### config.mk
export PLATFORM = sky130hd
export DESIGN_NAME = psum_collector_flat
export DESIGN_NICKNAME = d
export VERILOG_FILES = /design/src/rtl/psum_collector_pkg.sv /design/src/rtl/psum_collector_if.sv /design/src/rtl/psum_fifo.sv /design/src/rtl/psum_collector.sv /design/src/flat_wrapper.sv
export SDC_FILE = /design/constraint.sdc
export NUM_CORES = 1
export LEC_CHECK = 0
export CAP_MARGIN = 40
export CORE_ASPECT_RATIO = 1.25
export CORE_MARGIN = 8
export CORE_UTILIZATION = 56
export CTS_CLUSTER_SIZE = 30
export DETAILED_ROUTE_END_ITERATION = 12
export PLACE_DENSITY = 0.89
export SLEW_MARGIN = 20
export SYNTH_ARGS = -nofsm -noshare
export SYNTH_HDL_FRONTEND = slang
export SYNTH_SLANG_ARGS = --single-unit
export TNS_END_PERCENT = 5
### constraint.sdc
create_clock -name clk -period 2.6 [get_ports clk]
set_input_delay 0.39 -clock clk [delete_from_list [all_inputs] [get_ports clk]]
set_output_delay 0.39 -clock clk [all_outputs]
set_load 0.03 [all_outputs]
### src/rtl/psum_collector_pkg.sv
// Shared types and constants for the psum collector: PE packet format,
// per-layer ofmap sizes, fixed-point widths and the psum-to-ofmap conversion.
package psum_collector_pkg;

  localparam int L1_OFMAP_SIZE = 55;
  localparam int L2_OFMAP_SIZE = 27;
  localparam int L3_OFMAP_SIZE = 13;

  localparam int NUM_FILTERS = 4;
  localparam int ADDR_W      = 6;

  localparam int PSUM_W     = 12;
  localparam int PSUM_FRAC  = 5;
  localparam int OFMAP_W    = 8;
  localparam int OFMAP_FRAC = 7;
  localparam int FRAC_SHIFT = OFMAP_FRAC - PSUM_FRAC;

  typedef struct packed {
    logic                     valid;
    logic [1:0]               filter_idx;
    logic signed [PSUM_W-1:0] psum;
  } psum_packet_t;

  // What the FIFO holds: the packet minus its valid qualifier.
  typedef struct packed {
    logic [1:0]               filter_idx;
    logic signed [PSUM_W-1:0] psum;
  } psum_entry_t;

  typedef enum logic [1:0] {
    ST_IDLE = 2'd0,
    ST_RUN  = 2'd1,
    ST_DONE = 2'd2
  } state_t;

  // Rescale to the ofmap fraction, saturate to the 8-bit signed range, optional ReLU.
  function automatic logic [OFMAP_W-1:0] psum_to_ofmap(
    input logic signed [PSUM_W-1:0] psum,
    input logic                     relu_en
  );
    logic signed [PSUM_W+FRAC_SHIFT-1:0] scaled;
    logic [OFMAP_W-1:0]                  res;
    scaled = {psum, {FRAC_SHIFT{1'b0}}};
    if (!scaled[PSUM_W+FRAC_SHIFT-1] && (|scaled[PSUM_W+FRAC_SHIFT-2:OFMAP_W-1]))
      res = {1'b0, {(OFMAP_W-1){1'b1}}};
    else if (scaled[PSUM_W+FRAC_SHIFT-1] && !(&scaled[PSUM_W+FRAC_SHIFT-2:OFMAP_W-1]))
      res = {1'b1, {(OFMAP_W-1){1'b0}}};
    else
      res = scaled[OFMAP_W-1:0];
    if (relu_en && res[OFMAP_W-1])
      res = '0;
    return res;
  endfunction

endpackage

### src/rtl/psum_collector_if.sv
// PE-side psum handshake and ofmap-buffer write port of the psum collector.
// psum: PE holds psum_in.valid until a one-cycle psum_ack; ofmap: a write completes on a cycle with ofmap_valid && ofmap_ready.
interface psum_collector_if;
  import psum_collector_pkg::*;

  psum_packet_t        psum_in;
  logic                psum_ack;
  logic                ofmap_valid;
  logic [1:0]          ofmap_filter_idx;
  logic [ADDR_W-1:0]   ofmap_addr;
  logic [OFMAP_W-1:0]  ofmap_data;
  logic                ofmap_ready;

  modport master (
    output psum_in, ofmap_ready,
    input  psum_ack, ofmap_valid, ofmap_filter_idx, ofmap_addr, ofmap_data
  );

  modport slave (
    input  psum_in, ofmap_ready,
    output psum_ack, ofmap_valid, ofmap_filter_idx, ofmap_addr, ofmap_data
  );

endinterface

### src/rtl/psum_fifo.sv
// Small circular FIFO of arbitrary entry type; push and pop may happen together.
// Caller must not push when full; flush empties it in one cycle.
module psum_fifo #(
  parameter type T     = logic,
  parameter int  DEPTH = 2
) (
  input  logic clk,
  input  logic rst,
  input  logic flush,
  input  logic push,
  input  T     push_data,
  input  logic pop,
  output T     head,
  output logic empty,
  output logic full
);

  localparam int PW = (DEPTH > 1) ? $clog2(DEPTH) : 1;
  localparam int CW = $clog2(DEPTH + 1);

  T               mem [DEPTH];
  logic [PW-1:0]  wr_ptr;
  logic [PW-1:0]  rd_ptr;
  logic [CW-1:0]  count;
  logic           do_push;
  logic           do_pop;

  function automatic logic [PW-1:0] bump(input logic [PW-1:0] p);
    return (p == PW'(DEPTH - 1)) ? '0 : p + PW'(1);
  endfunction

  assign empty   = (count == '0);
  assign full    = (count == CW'(DEPTH));
  assign do_push = push && !full;
  assign do_pop  = pop && !empty;
  assign head    = mem[rd_ptr];

  always_ff @(posedge clk or negedge rst) begin
    if (!rst) begin
      wr_ptr <= '0;
      rd_ptr <= '0;
      count  <= '0;
    end else if (flush) begin
      wr_ptr <= '0;
      rd_ptr <= '0;
      count  <= '0;
    end else begin
      if (do_push) wr_ptr <= bump(wr_ptr);
      if (do_pop)  rd_ptr <= bump(rd_ptr);
      case ({do_push, do_pop})
        2'b10:   count <= count + CW'(1);
        2'b01:   count <= count - CW'(1);
        default: count <= count;
      endcase
    end
  end

  // Storage needs no reset: the pointers define which entries are live.
  always_ff @(posedge clk) begin
    if (do_push && !flush) mem[wr_ptr] <= push_data;
  end

endmodule

### src/rtl/psum_collector.sv
// Collects PE psums per filter, converts them to the next-layer 8-bit format
// and writes them to the ofmap buffer with per-filter column addressing.
module psum_collector
  import psum_collector_pkg::*;
#(
  parameter int OFMAP_SIZE = L1_OFMAP_SIZE,
  parameter bit RELU_EN    = 1'b1
) (
  input  logic               clk,
  input  logic               rst,
  input  logic               start,
  psum_collector_if.slave    bus,
  output logic               done,
  output logic               error,
  output state_t             state_dbg
);

  localparam logic [ADDR_W-1:0] SIZE = ADDR_W'(OFMAP_SIZE);

  state_t             state;
  state_t             state_next;
  logic [ADDR_W-1:0]  col_cnt [NUM_FILTERS];

  psum_entry_t        head;
  logic               fifo_empty;
  logic               fifo_full;
  logic               fifo_pop;

  logic               accepting;
  logic               capture;
  logic               write_fire;
  logic               head_full;
  logic               drop;
  logic               load;
  logic               all_full;
  logic [OFMAP_W-1:0] conv_data;

  psum_fifo #(
    .T     (psum_entry_t),
    .DEPTH (2)
  ) u_fifo (
    .clk       (clk),
    .rst       (rst),
    .flush     (start),
    .push      (capture),
    .push_data ({bus.psum_in.filter_idx, bus.psum_in.psum}),
    .pop       (fifo_pop),
    .head      (head),
    .empty     (fifo_empty),
    .full      (fifo_full)
  );

  // A start cycle flushes everything, so nothing is captured or drained during it.
  assign accepting  = (state != ST_IDLE) && !start;
  assign capture    = accepting && bus.psum_in.valid && !bus.psum_ack && !fifo_full;
  assign write_fire = bus.ofmap_valid && bus.ofmap_ready;
  assign head_full  = (col_cnt[head.filter_idx] == SIZE);
  assign drop       = accepting && !fifo_empty && !bus.ofmap_valid && head_full;
  assign load       = accepting && !fifo_empty && !bus.ofmap_valid && !head_full;
  assign fifo_pop   = write_fire || drop;

  assign done      = (state == ST_DONE);
  assign state_dbg = state;

  always_comb begin
    conv_data = psum_to_ofmap(head.psum, RELU_EN);
  end

  always_comb begin
    all_full = 1'b1;
    for (int i = 0; i < NUM_FILTERS; i++)
      if (col_cnt[i] != SIZE) all_full = 1'b0;
  end

  always_comb begin
    state_next = state;
    case (state)
      ST_IDLE: if (start) state_next = ST_RUN;
      ST_RUN: begin
        if (start)                       state_next = ST_RUN;
        else if (all_full && fifo_empty) state_next = ST_DONE;
      end
      ST_DONE: if (start) state_next = ST_RUN;
      default: state_next = ST_IDLE;
    endcase
  end

  always_ff @(posedge clk or negedge rst) begin
    if (!rst) state <= ST_IDLE;
    else      state <= state_next;
  end

  always_ff @(posedge clk or negedge rst) begin
    if (!rst) begin
      bus.psum_ack <= 1'b0;
      error        <= 1'b0;
      for (int i = 0; i < NUM_FILTERS; i++) col_cnt[i] <= '0;
    end else begin
      bus.psum_ack <= capture;
      if (start) begin
        error <= 1'b0;
        for (int i = 0; i < NUM_FILTERS; i++) col_cnt[i] <= '0;
      end else begin
        if (drop) error <= 1'b1;
        if (write_fire)
          col_cnt[bus.ofmap_filter_idx] <= col_cnt[bus.ofmap_filter_idx] + ADDR_W'(1);
      end
    end
  end

  // Output stage mirrors the FIFO head; it is released (with a one-cycle gap) once the write completes.
  always_ff @(posedge clk or negedge rst) begin
    if (!rst) begin
      bus.ofmap_valid      <= 1'b0;
      bus.ofmap_filter_idx <= '0;
      bus.ofmap_addr       <= '0;
      bus.ofmap_data       <= '0;
    end else if (start || write_fire) begin
      bus.ofmap_valid <= 1'b0;
    end else if (load) begin
      bus.ofmap_valid      <= 1'b1;
      bus.ofmap_filter_idx <= head.filter_idx;
      bus.ofmap_addr       <= col_cnt[head.filter_idx];
      bus.ofmap_data       <= conv_data;
    end
  end

endmodule

### src/flat_wrapper.sv
// flat-port wrapper written by rule: the top's interface ports become plain ports
module psum_collector_flat import psum_collector_pkg::*;
#(
  parameter int OFMAP_SIZE = L1_OFMAP_SIZE,
  parameter bit RELU_EN    = 1'b1
)
  (clk, rst, start, done, error, state_dbg, bus_psum_in, bus_ofmap_ready, bus_psum_ack, bus_ofmap_valid, bus_ofmap_filter_idx, bus_ofmap_addr, bus_ofmap_data);
  psum_collector_if bus_i ();
  input  logic clk;
  input  logic rst;
  input  logic start;
  output logic done;
  output logic error;
  output state_t state_dbg;
  input wire logic [$bits(bus_i.psum_in)-1:0] bus_psum_in;
  input wire logic [$bits(bus_i.ofmap_ready)-1:0] bus_ofmap_ready;
  output wire logic [$bits(bus_i.psum_ack)-1:0] bus_psum_ack;
  output wire logic [$bits(bus_i.ofmap_valid)-1:0] bus_ofmap_valid;
  output wire logic [$bits(bus_i.ofmap_filter_idx)-1:0] bus_ofmap_filter_idx;
  output wire logic [$bits(bus_i.ofmap_addr)-1:0] bus_ofmap_addr;
  output wire logic [$bits(bus_i.ofmap_data)-1:0] bus_ofmap_data;
  assign bus_i.psum_in = bus_psum_in;
  assign bus_i.ofmap_ready = bus_ofmap_ready;
  assign bus_psum_ack = bus_i.psum_ack;
  assign bus_ofmap_valid = bus_i.ofmap_valid;
  assign bus_ofmap_filter_idx = bus_i.ofmap_filter_idx;
  assign bus_ofmap_addr = bus_i.ofmap_addr;
  assign bus_ofmap_data = bus_i.ofmap_data;
  psum_collector #(.OFMAP_SIZE(OFMAP_SIZE), .RELU_EN(RELU_EN)) u_core (.clk(clk), .rst(rst), .start(start), .bus(bus_i), .done(done), .error(error), .state_dbg(state_dbg));
endmodule
**Yosys cells after proc, flatten, opt, wreduce, memory -nomap -nowiden**

Memories as Yosys holds them, arrays and structs flattened.
Index checks and enable logic that the tools add are counted.

- Memories: 1
- Register bits after elaboration: 49
- RAM bits: 28
- Logic and storage cells: 114
- Input bits: 19
- Memory bits (read-only): 0
- Bits in latches: 0
- Output and inout bits: 22

- Reductions and logical operators: 40
- Multiply operators: 0
- Bitwise logic cells: 3
- Equality and inequality tests: 12
- Add/subtract/negate cells: 5
- Mux-type cells: 36
- Divide/modulo/power cells: 0
- Shift operators: 0
- Magnitude comparators: 3

Memories:

| name | depth | width | read ports | clocked after memory_dff | wr ports | RTL line | text |
|---|---|---|---|---|---|---|---|
| u_core.u_fifo.mem | 2 | 14 | 1 | 0 | 1 | psum_fifo.sv:21 | `T mem [DEPTH];` |

Operators by type and width:

| kind | count |
|---|---|
| 24-bit 2-to-1 mux | 2 |
| 6-bit 2-to-1 mux | 5 |
| 6-bit binary-select mux with 2-bit select | 2 |
| 24-bit bitwise mux | 1 |
| 6-bit inequality test (second input constant) | 4 |
| 1-bit logical AND | 16 |
| 1-bit 2-to-1 mux | 16 |
| 8-bit 2-to-1 mux | 2 |
| 6-bit demux with 2-bit select | 1 |
| 2-bit nonzero test | 6 |
| 1-bit logical NOT | 8 |
| 2-bit 2-to-1 mux | 4 |
| 2-bit one-hot mux with 2 select lines | 2 |
| 7-bit 2-to-1 mux | 1 |
| 6-bit by 1-bit adder with 6-bit output (second input constant) | 1 |
| 2-bit equality test (second input constant) | 3 |
| 6-bit equality test (second input constant) | 1 |
| 3-bit >= comparator (second input constant) | 2 |
| 2-bit inverter with 3-bit output | 2 |
| 6-bit AND reduction | 1 |
| 6-bit OR reduction | 1 |
| 2-bit by 1-bit equality test with 1-bit output (second input constant) | 2 |
| 2-bit logical NOT | 2 |
| 2-bit AND reduction | 2 |
| other kinds (10) | 12 |

**Longest topological paths before layout**

Gate-level depths: netlist (run 1).
An unclocked memory read counts as a cell.

- Depth in word-level cells: 12
- Gate-level depth with buffers: 8
- Gate-level depth less buffers: 6

**Cells and area by module**

A second synthesis (run 1) with hierarchy kept.

- Cells, all modules: 269
- Area, all modules: 3,458.3 µm²

By module, submodules not included:

| module | sequential area each (µm²) | times used | area each (µm²) | cells an instance |
|---|---|---|---|---|
| psum_collector | 1,076.0 | 1 | 2,230.9 | 200 |
| psum_fifo | 940.9 | 1 | 1,227.4 | 69 |

**Worst setup path before layout (run 1)**

Ideal clock, no wire load.

- Path kind: register to register
- Start: register u_core.bus.psum_ack
- End: memory u_core.u_fifo.mem[0][0] in the netlist's numbering (enable)
- Library setup time: 404 ps
- Buffers on the path: 0
- Path slack: 31 ps
- Arrival: 2,164 ps
- Period minus slack after synthesis: 2,569 ps
- Stages on the path, launching flop included: 4
- Data required time: 2,196 ps
- Cells stage by stage: dfrtp_1 > nand2b_1 > or3_1 > nor3_1

- Word-level cells in the longest chain between the ends: 7

Ends and longest elaborated chain:

| what | RTL line | text |
|---|---|---|
| start, declared | psum_collector_if.sv:21 | `output psum_ack, ofmap_valid, ofmap_filter_idx, ofmap_addr, ofmap_data` |
| start signal, assigned | psum_collector.sv:99 | `bus.psum_ack <= capture;` |
| 1-bit logical NOT | psum_collector.sv:55 | `assign capture = accepting && bus.psum_in.valid && !bus.psum_ack && !fifo_full;` |
| 1-bit logical AND (2 in a row) | psum_collector.sv:55 |  |
| 1-bit logical AND | psum_fifo.sv:34 | `assign do_push = push && !full;` |
| 1-bit logical AND | psum_fifo.sv:60 | `if (do_push && !flush) mem[wr_ptr] <= push_data;` |
| 1-bit 2-to-1 mux | psum_fifo.sv:60 |  |
| 1-bit 2-to-1 mux (implied by the code) | psum_fifo.sv:60 |  |
| end, declared | psum_fifo.sv:21 |  |

Every way passes these cells.

**Worst setup path in the final report (run 1)**

- Start: register u_core.bus.ofmap_filter_idx[0]
- End: register u_core.col_cnt[10] in the netlist's numbering

- Word-level cells in the longest chain between the ends: 8
- Elaborated cells between the ends (all ways): 13
- Classes of those cells: 1 x add/sub; 2 x order compare; 8 x mux; 1 x bitwise; 1 x reduce/logical

Ends and longest elaborated chain:

| what | RTL line | text |
|---|---|---|
| start, declared | psum_collector_if.sv:21 |  |
| start signal, assigned | psum_collector.sv:122 | `bus.ofmap_filter_idx <= head.filter_idx;` |
| 2-bit inverter with 3-bit output (implied by the code) * | psum_collector.sv:106 | `col_cnt[bus.ofmap_filter_idx] <= col_cnt[bus.ofmap_filter_idx] + ADDR_W'(1);` |
| 6-bit binary-select mux with 2-bit select, or another cell as far along | psum_collector.sv:106 |  |
| 6-bit 2-to-1 mux (implied by the code) / 1-bit logical AND (equally long branches) | psum_collector.sv:106 |  |
| 6-bit 2-to-1 mux (implied by the code) | psum_collector.sv:106 |  |
| 6-bit by 1-bit adder with 6-bit output / 6-bit demux with 2-bit select (equally long branches) | psum_collector.sv:106 |  |
| 24-bit bitwise mux * | psum_collector.sv:106 |  |
| 24-bit 2-to-1 mux * | psum_collector.sv:105 | `if (write_fire)` |
| 24-bit 2-to-1 mux * | psum_collector.sv:100 | `if (start) begin` |
| end signal, assigned by index | psum_collector.sv:106 |  |
| end, declared | psum_collector.sv:22 | `logic [ADDR_W-1:0] col_cnt [NUM_FILTERS];` |

Every way passes the cells marked *; elsewhere a longest branch is shown, timed or not. The select of a mux whose other input is x is not followed.
A chain may end at the register's enable or synchronous reset.

==> flow_summary.ini, run 1 <==
[die]
core_area_sq_um = 6166
top_level_ports = 41
rows = 32
dieArea_sq_um = 9228
fp.dieH_um = 105.4
start_util_pct = 58.10
die_x_um = 87.54

[yosys]
synth-compound-area-share_pct = 7.649
syn-num-nets = 288
synthesis.area_sq_um = 3582
synth_warnings = 0
ys.flop_type = dfrtp_1
synth_edf_count = 28
synth_fa_ha_area_share_pct = 0.3493
synth_top_family_by_area = multiplexers
muxShareOfSynthArea_pct = 19.18
yosysSeqAreaShare_pct = 56.30
synth_xor_area_share_pct = 1.222
synthSimpleGateAreaFrac_pct = 12.43
synth_seq_cells = 75
synthCells = 268
async_flop_share_pct = 62.67
syn_avg_cell_area_sq_um = 13.37
synth_cell_type_count = 44

[timing]
hold-worst-slack_ps = -4.929
worst_slew_pin_slew_ps = 639.1
setup_viol = 0
fmax_mhz = 443.0
max_slew_margin_pct = 57.24
final.period_utilization_pct = 86.82
hold_viol_final = 9
period_minus_slack_ps = 2257
final_max_slew_viol_count = 0
final.setup_skew_ps = 7.427
rsz0062_at_grt = false
fin_ws_ps = 342.7
tns_ps = 0

[global_routing]
grt_max_degree = 36
grt_pass1_wl_um = 12680
grt_use_total_pct = 18.03
grt_overflow = 0
antenna_found_initial = 0
grt_pass1_vias = 2539

[worst_setup_path]
r2r-start = u_core.bus.ofmap_filter_idx[0]
reg2reg_depth = 6
cp.required_ps = 2890
rrSetupSlack_ps = 340
cp_max_fo = 10
r2r-end = u_core.col_cnt[10]
endpoint_kind = flip-flop
critical_path.startpoint_type = flip-flop
critPathArrivalTime_ps = 2550
critical_path_class = reg2reg

[drt]
drc = 0
ant_nets = 0
vias_per_cell = 5.870
post_drt_wl_per_cell_um = 18.45
dr_total_vias = 2401
first_pass_iters = 4
drt_iter0_markers = 183
routed_wl_um = 7546

[run_status]
violations = negative hold slack
status = finished, violations left

[final_layout]
fin_nets = 339
antenna_cells = 0
area_delta_synth_final_pct = 20.33
final_core_util_pct = 69.91
final_common_cell = dfrtp_1
drive_above_1_share_pct = 21.30
nFillCells = 444
final_cell_mix = dfrtp_1 (47), clkdlybuf4s50_1 (38), nor2_1 (36)

[worst_hold_path]
hp-class = in2async

[job]
maxCapViolCount = 0

[clocking]
cts_buffer_depth = 2
ctsResizeCount = 0
cts_hold_buf = 0
cts_tree = yes
htree_num_levels = 3
cts_made_buffers = 9
clkLatencyLatePin_ps = 350
postCtsSetupBuffers = 0
cts.sinks = 75
clk_pin_slew_ps = 90
root_buffer = clkbuf_8

[placed_design]
routabilityCongestion = 0.8869
numPortBuffers = 39
place_ws_ps = 339.1
dp_hpwl_um = 5479

[pwr]
vdd_drop_max_mv = 0.5044
power.density_nw_per_um2 = 765.0
p_total_w = 0.003297
cellLeakagePower_nw = 1.666
==> cells in the mapped netlist (2+ instances only) <==
cell / count / area share, %
nor4b_1: 2 / 0.49
mux4_2: 12 / 7.5
and2_1: 3 / 0.52
dfrtp_1: 47 / 33
nand3_1: 3 / 0.42
a211oi_1: 12 / 2.5
nor2b_1: 2 / 0.35
nand2b_1: 4 / 0.70
a21oi_1: 6 / 0.84
nor3_1: 7 / 0.98
nor2_1: 36 / 3.8
mux2_2: 7 / 2.2
nor4_1: 2 / 0.35
inv_1: 5 / 0.52
o21bai_1: 2 / 0.42
xnor2_1: 4 / 0.98
mux2i_2: 2 / 0.77
o21ai_0: 8 / 1.1
mux2_4: 6 / 2.5
nand2_1: 7 / 0.73
nand4b_1: 4 / 0.98
buf_4: 3 / 0.63
or3_1: 3 / 0.52
nand3b_1: 2 / 0.42
nor3_2: 5 / 1.4
mux2i_1: 22 / 6.1
clkbuf_1: 5 / 0.52
buf_6: 3 / 0.94
edfxtp_1: 28 / 23
a211oi_4: 2 / 1.1
==> worst max-delay path, stage by stage (launching register included) <==
cell and delay (ps):
dfrtp_1 670, mux4_2 650, ha_1 240, nand3_1 120, xnor2_1 220, mux2i_1 170, nor2_1 110
==> area by class of cell <==
class | count | area (sq um) | area share (%)
Multi-Input combinational cell | 176 | 1471 | 34.14
Inverter | 5 | 18.77 | 0.4354
Clock buffer | 9 | 123.9 | 2.874
Sequential cell | 75 | 2017 | 46.79
Timing Repair Buffer | 52 | 483.0 | 11.20
Tap cell | 85 | 106.4 | 2.467
Clock inverter | 7 | 90.09 | 2.090
==> power by group <==
group / total [W] / internal (W) / switching, W
Clock: 0.000954 / 0.000471 / 0.000483
Sequential: 0.00148 / 0.00134 / 0.000139
Combinational: 0.000867 / 0.000408 / 0.000459
Total: 0.00330 / 0.00222 / 0.00108
==> cells by family (layout without fill, tap and decap cells) <==
| family | count (synthesis) | after routing |
|---|---|---|
| AO/OA/AOI/OAI | 36 | 36 |
| AND/OR/NAND/NOR | 84 | 84 |
| buffers and inverters | 17 | 73 |
| multiplexers | 49 | 49 |
| XOR/XNOR | 5 | 5 |
| flip-flops | 75 | 75 |
| adder cells (fa/ha/maj) | 1 | 1 |
| other | 1 | 1 |
==> sequential cells by signal, summed over array words and instances, names as in the netlist <==
register and count:
u_core.bus.psum_ack 1, u_core.col_cnt 24, u_core.bus.ofmap_filter_idx 2, u_core.u_fifo.count 2, u_core.u_fifo.rd_ptr 1, u_core.bus.ofmap_addr 6
u_core.bus.ofmap_data 6, u_core.u_fifo.wr_ptr 1, u_core.u_fifo.mem 28, u_core.state_dbg 2, u_core.bus.ofmap_valid 1, u_core.error 1
==> per-layer routing <==
metal	vias to the layer above	share of wire (%)	GRT usage, %
met5	-	0	0
met4	0	3.1	10.23
met3	21	5.0	4.196
met2	71	52	29.37
met1	1202	40	21.20
li1	1107	-	-
==> per-stage QoR <==
stage | instance area (sq um) | std cells
6_report | 4310 | 409
5_1_grt | 4310 | 409
4_1_cts | 4310 | 409
3_5_place_dp | 4096 | 393
3_3_place_gp | 4096 | 393
2_1_floorplan | 3582 | 268
==> worst max-delay path by stage <==
stage	from	to	slack (ps)
after floorplan	u_core.bus.psum_ack	u_core.u_fifo.mem[0][0]	30
after global placement	start	u_core.bus.ofmap_data[3]	430
after detailed placement	bus_psum_in[14]	u_core.u_fifo.mem[1][0]	340
after CTS	u_core.u_fifo.rd_ptr	u_core.bus.ofmap_data[3]	310
after global routing	u_core.u_fifo.rd_ptr	u_core.bus.ofmap_data[3]	90
final	u_core.bus.ofmap_filter_idx[0]	u_core.col_cnt[10]	340
No activity file was read; power rests on OpenSTA's default activity.
==> run 2, diff against run 1 <==
--- a/config.mk
+++ b/config.mk
@@ -8,5 +8,5 @@
 export CAP_MARGIN = 40
 export CORE_ASPECT_RATIO = 1.25
-export CORE_MARGIN = 8
+export CORE_MARGIN = 3
 export CORE_UTILIZATION = 56
 export CTS_CLUSTER_SIZE = 30
==> constraint.sdc (replaced) <==
create_clock -name clk -period 2.6 [get_ports clk]
set_input_delay 0.39 -clock clk [delete_from_list [all_inputs] [get_ports clk]]
set_output_delay 0.39 -clock clk [all_outputs]
set_load 0.02 [all_outputs]
==> flow_summary.ini, run 2 (synthesis results as in run 1) <==
[timing]
max_slew_margin_pct = 60.83
hold_viol_final = 0
final.period_utilization_pct = 83.54
tns_ps = 0
fin_ws_ps = 428.0
rsz0062_at_grt = false
final_max_slew_viol_count = 0
fmax_mhz = 460.4
setup_viol = 0
period_minus_slack_ps = 2172
worst_slew_pin_slew_ps = 585.4
final.setup_skew_ps = 15.87

[worst_setup_path]
r2r-start = u_core.u_fifo.rd_ptr
critical_path_class = reg2reg
critPathLaunch = u_core.u_fifo.rd_ptr
endpoint_kind = flip-flop
reg2reg_depth = 5
critPathCapture = u_core.bus.ofmap_addr[1]
critPathArrivalTime_ps = 2410
critical_path.startpoint_type = flip-flop
rrSetupSlack_ps = 430
r2r-end = u_core.bus.ofmap_addr[1]
cp.required_ps = 2840
cp_max_fo = 15

[drt]
dr_total_vias = 2451
vias_per_cell = 6.022
drc = 0
ant_nets = 0
drt_iter0_markers = 320
first_pass_iters = 5
routed_wl_um = 7517
post_drt_wl_per_cell_um = 18.47

[pwr]
cellLeakagePower_nw = 1.663
power_frac_seq_pct = 46.3
p_sw_w = 0.001023
p_total_w = 0.003150
power.density_nw_per_um2 = 731.0
switching_share_pct = 32.49
share_comb_of_total_power_pct = 26.7
vdd_drop_max_mv = 0.4846
p_clk_share_pct = 27.0
p_int_w = 0.002127

[clocking]
cts_hold_buf = 0
cts_buffer_depth = 2
clkLatencyLatePin_ps = 360
root_buffer = clkbuf_8
clk_pin_slew_ps = 90
cts_made_buffers = 9
htree_num_levels = 3
cts_tree = yes
cts.sinks = 75

[die]
fp.dieH_um = 95.42
core_area_sq_um = 6012
start_util_pct = 59.58
rows = 31
die_x_um = 77.54
top_level_ports = 41
dieArea_sq_um = 7398

[final_layout]
largest_register_ff_count = 28
final_core_util_pct = 71.68
fin_cells = 407
nFillCells = 381
top_regs = u_core.u_fifo.mem x28, u_core.col_cnt x24
regMostFlops = u_core.u_fifo.mem
area_delta_synth_final_pct = 20.29
final_cell_mix = dfrtp_1 (47), clkdlybuf4s50_1 (38), nor2_1 (36)
fin_nets = 340
drive_above_1_share_pct = 21.54
antenna_cells = 0
final_common_cell = dfrtp_1

[job]
maxCapViolCount = 0

[placed_design]
numPortBuffers = 39
post-place-cells = 391
place_ws_ps = 284.5
dp_hpwl_um = 5400
routabilityCongestion = 0.9126

[global_routing]
grt_use_total_pct = 22.51
grt_pass1_vias = 2510
grt_pass1_wl_um = 12630
grt_overflow = 0
grt_max_degree = 28
antenna_found_initial = 0

[run_status]
status = finished clean

[worst_hold_path]
hp-class = in2async
==> run 2: worst max-delay path, stage by stage, from the launching register on <==
cell	delay, ps
dfrtp_1	390
buf_4	260
mux2i_2	360
buf_4	240
mux4_2	520
mux2_2	280
==> run 2: cell type report <==
class	count	area, sq um	share of cell area [%]
sequential	75	2017	46.81
multi-input combinational	176	1471	34.15
timing repair buffer	53	510.5	11.85
clock buffer	9	123.9	2.875
tap	82	102.6	2.381
clock inverter	7	65.06	1.510
inverter	5	18.77	0.4355
==> run 2: per-stage QoR <==
stage | instance area (sq um) | hold slack (ps)
after floorplan | 3582 | 94.41
after global placement | 4093 | 490.5
after detailed placement | 4120 | 413.1
after CTS | 4309 | 30.01
after global routing | 4309 | 49.71
final | 4309 | 12.00
==> run 2: repair_timing <==
item                                    in CTS  in global routing
endpoints found under the setup margin       0                  2
buffers inserted                             0                  0
gates resized for setup                      0                  1
==> run 2: routing by layer <==
layer / vias up / share of wire (%) / track usage (%)
li1: 1103 / - / -
met1: 1210 / 41 / 28.44
met2: 110 / 50 / 36.38
met3: 28 / 6.4 / 6.144
met4: 0 / 3.1 / 10.53
met5: - / 0 / 0
==> run 2: how the worst min path moves through the flow <==
| stage | startpoint | to | cells past startpoint |
|---|---|---|---|
| floorplan | rst | u_core.bus.ofmap_addr[0] | 0 |
| global placement | u_core.bus.ofmap_addr[5] | u_core.bus.ofmap_addr[5] | 1 |
| detailed placement | rst | u_core.col_cnt[19] | 1 |
| CTS | rst | u_core.bus.ofmap_valid | 1 |
| global route | rst | u_core.col_cnt[19] | 1 |
| finish | rst | u_core.bus.ofmap_valid | 1 |
==> run 2: power groups by stage <==
stage	sequential, W	clock [W]	combinational, W
floorplan	0.00151	0	0.000503
global placement	0.00148	0	0.000812
detailed placement	0.00148	0	0.000835
CTS	0.00146	0.000859	0.000845
global route	0.00148	0.000919	0.000890
finish	0.00146	0.000850	0.000841
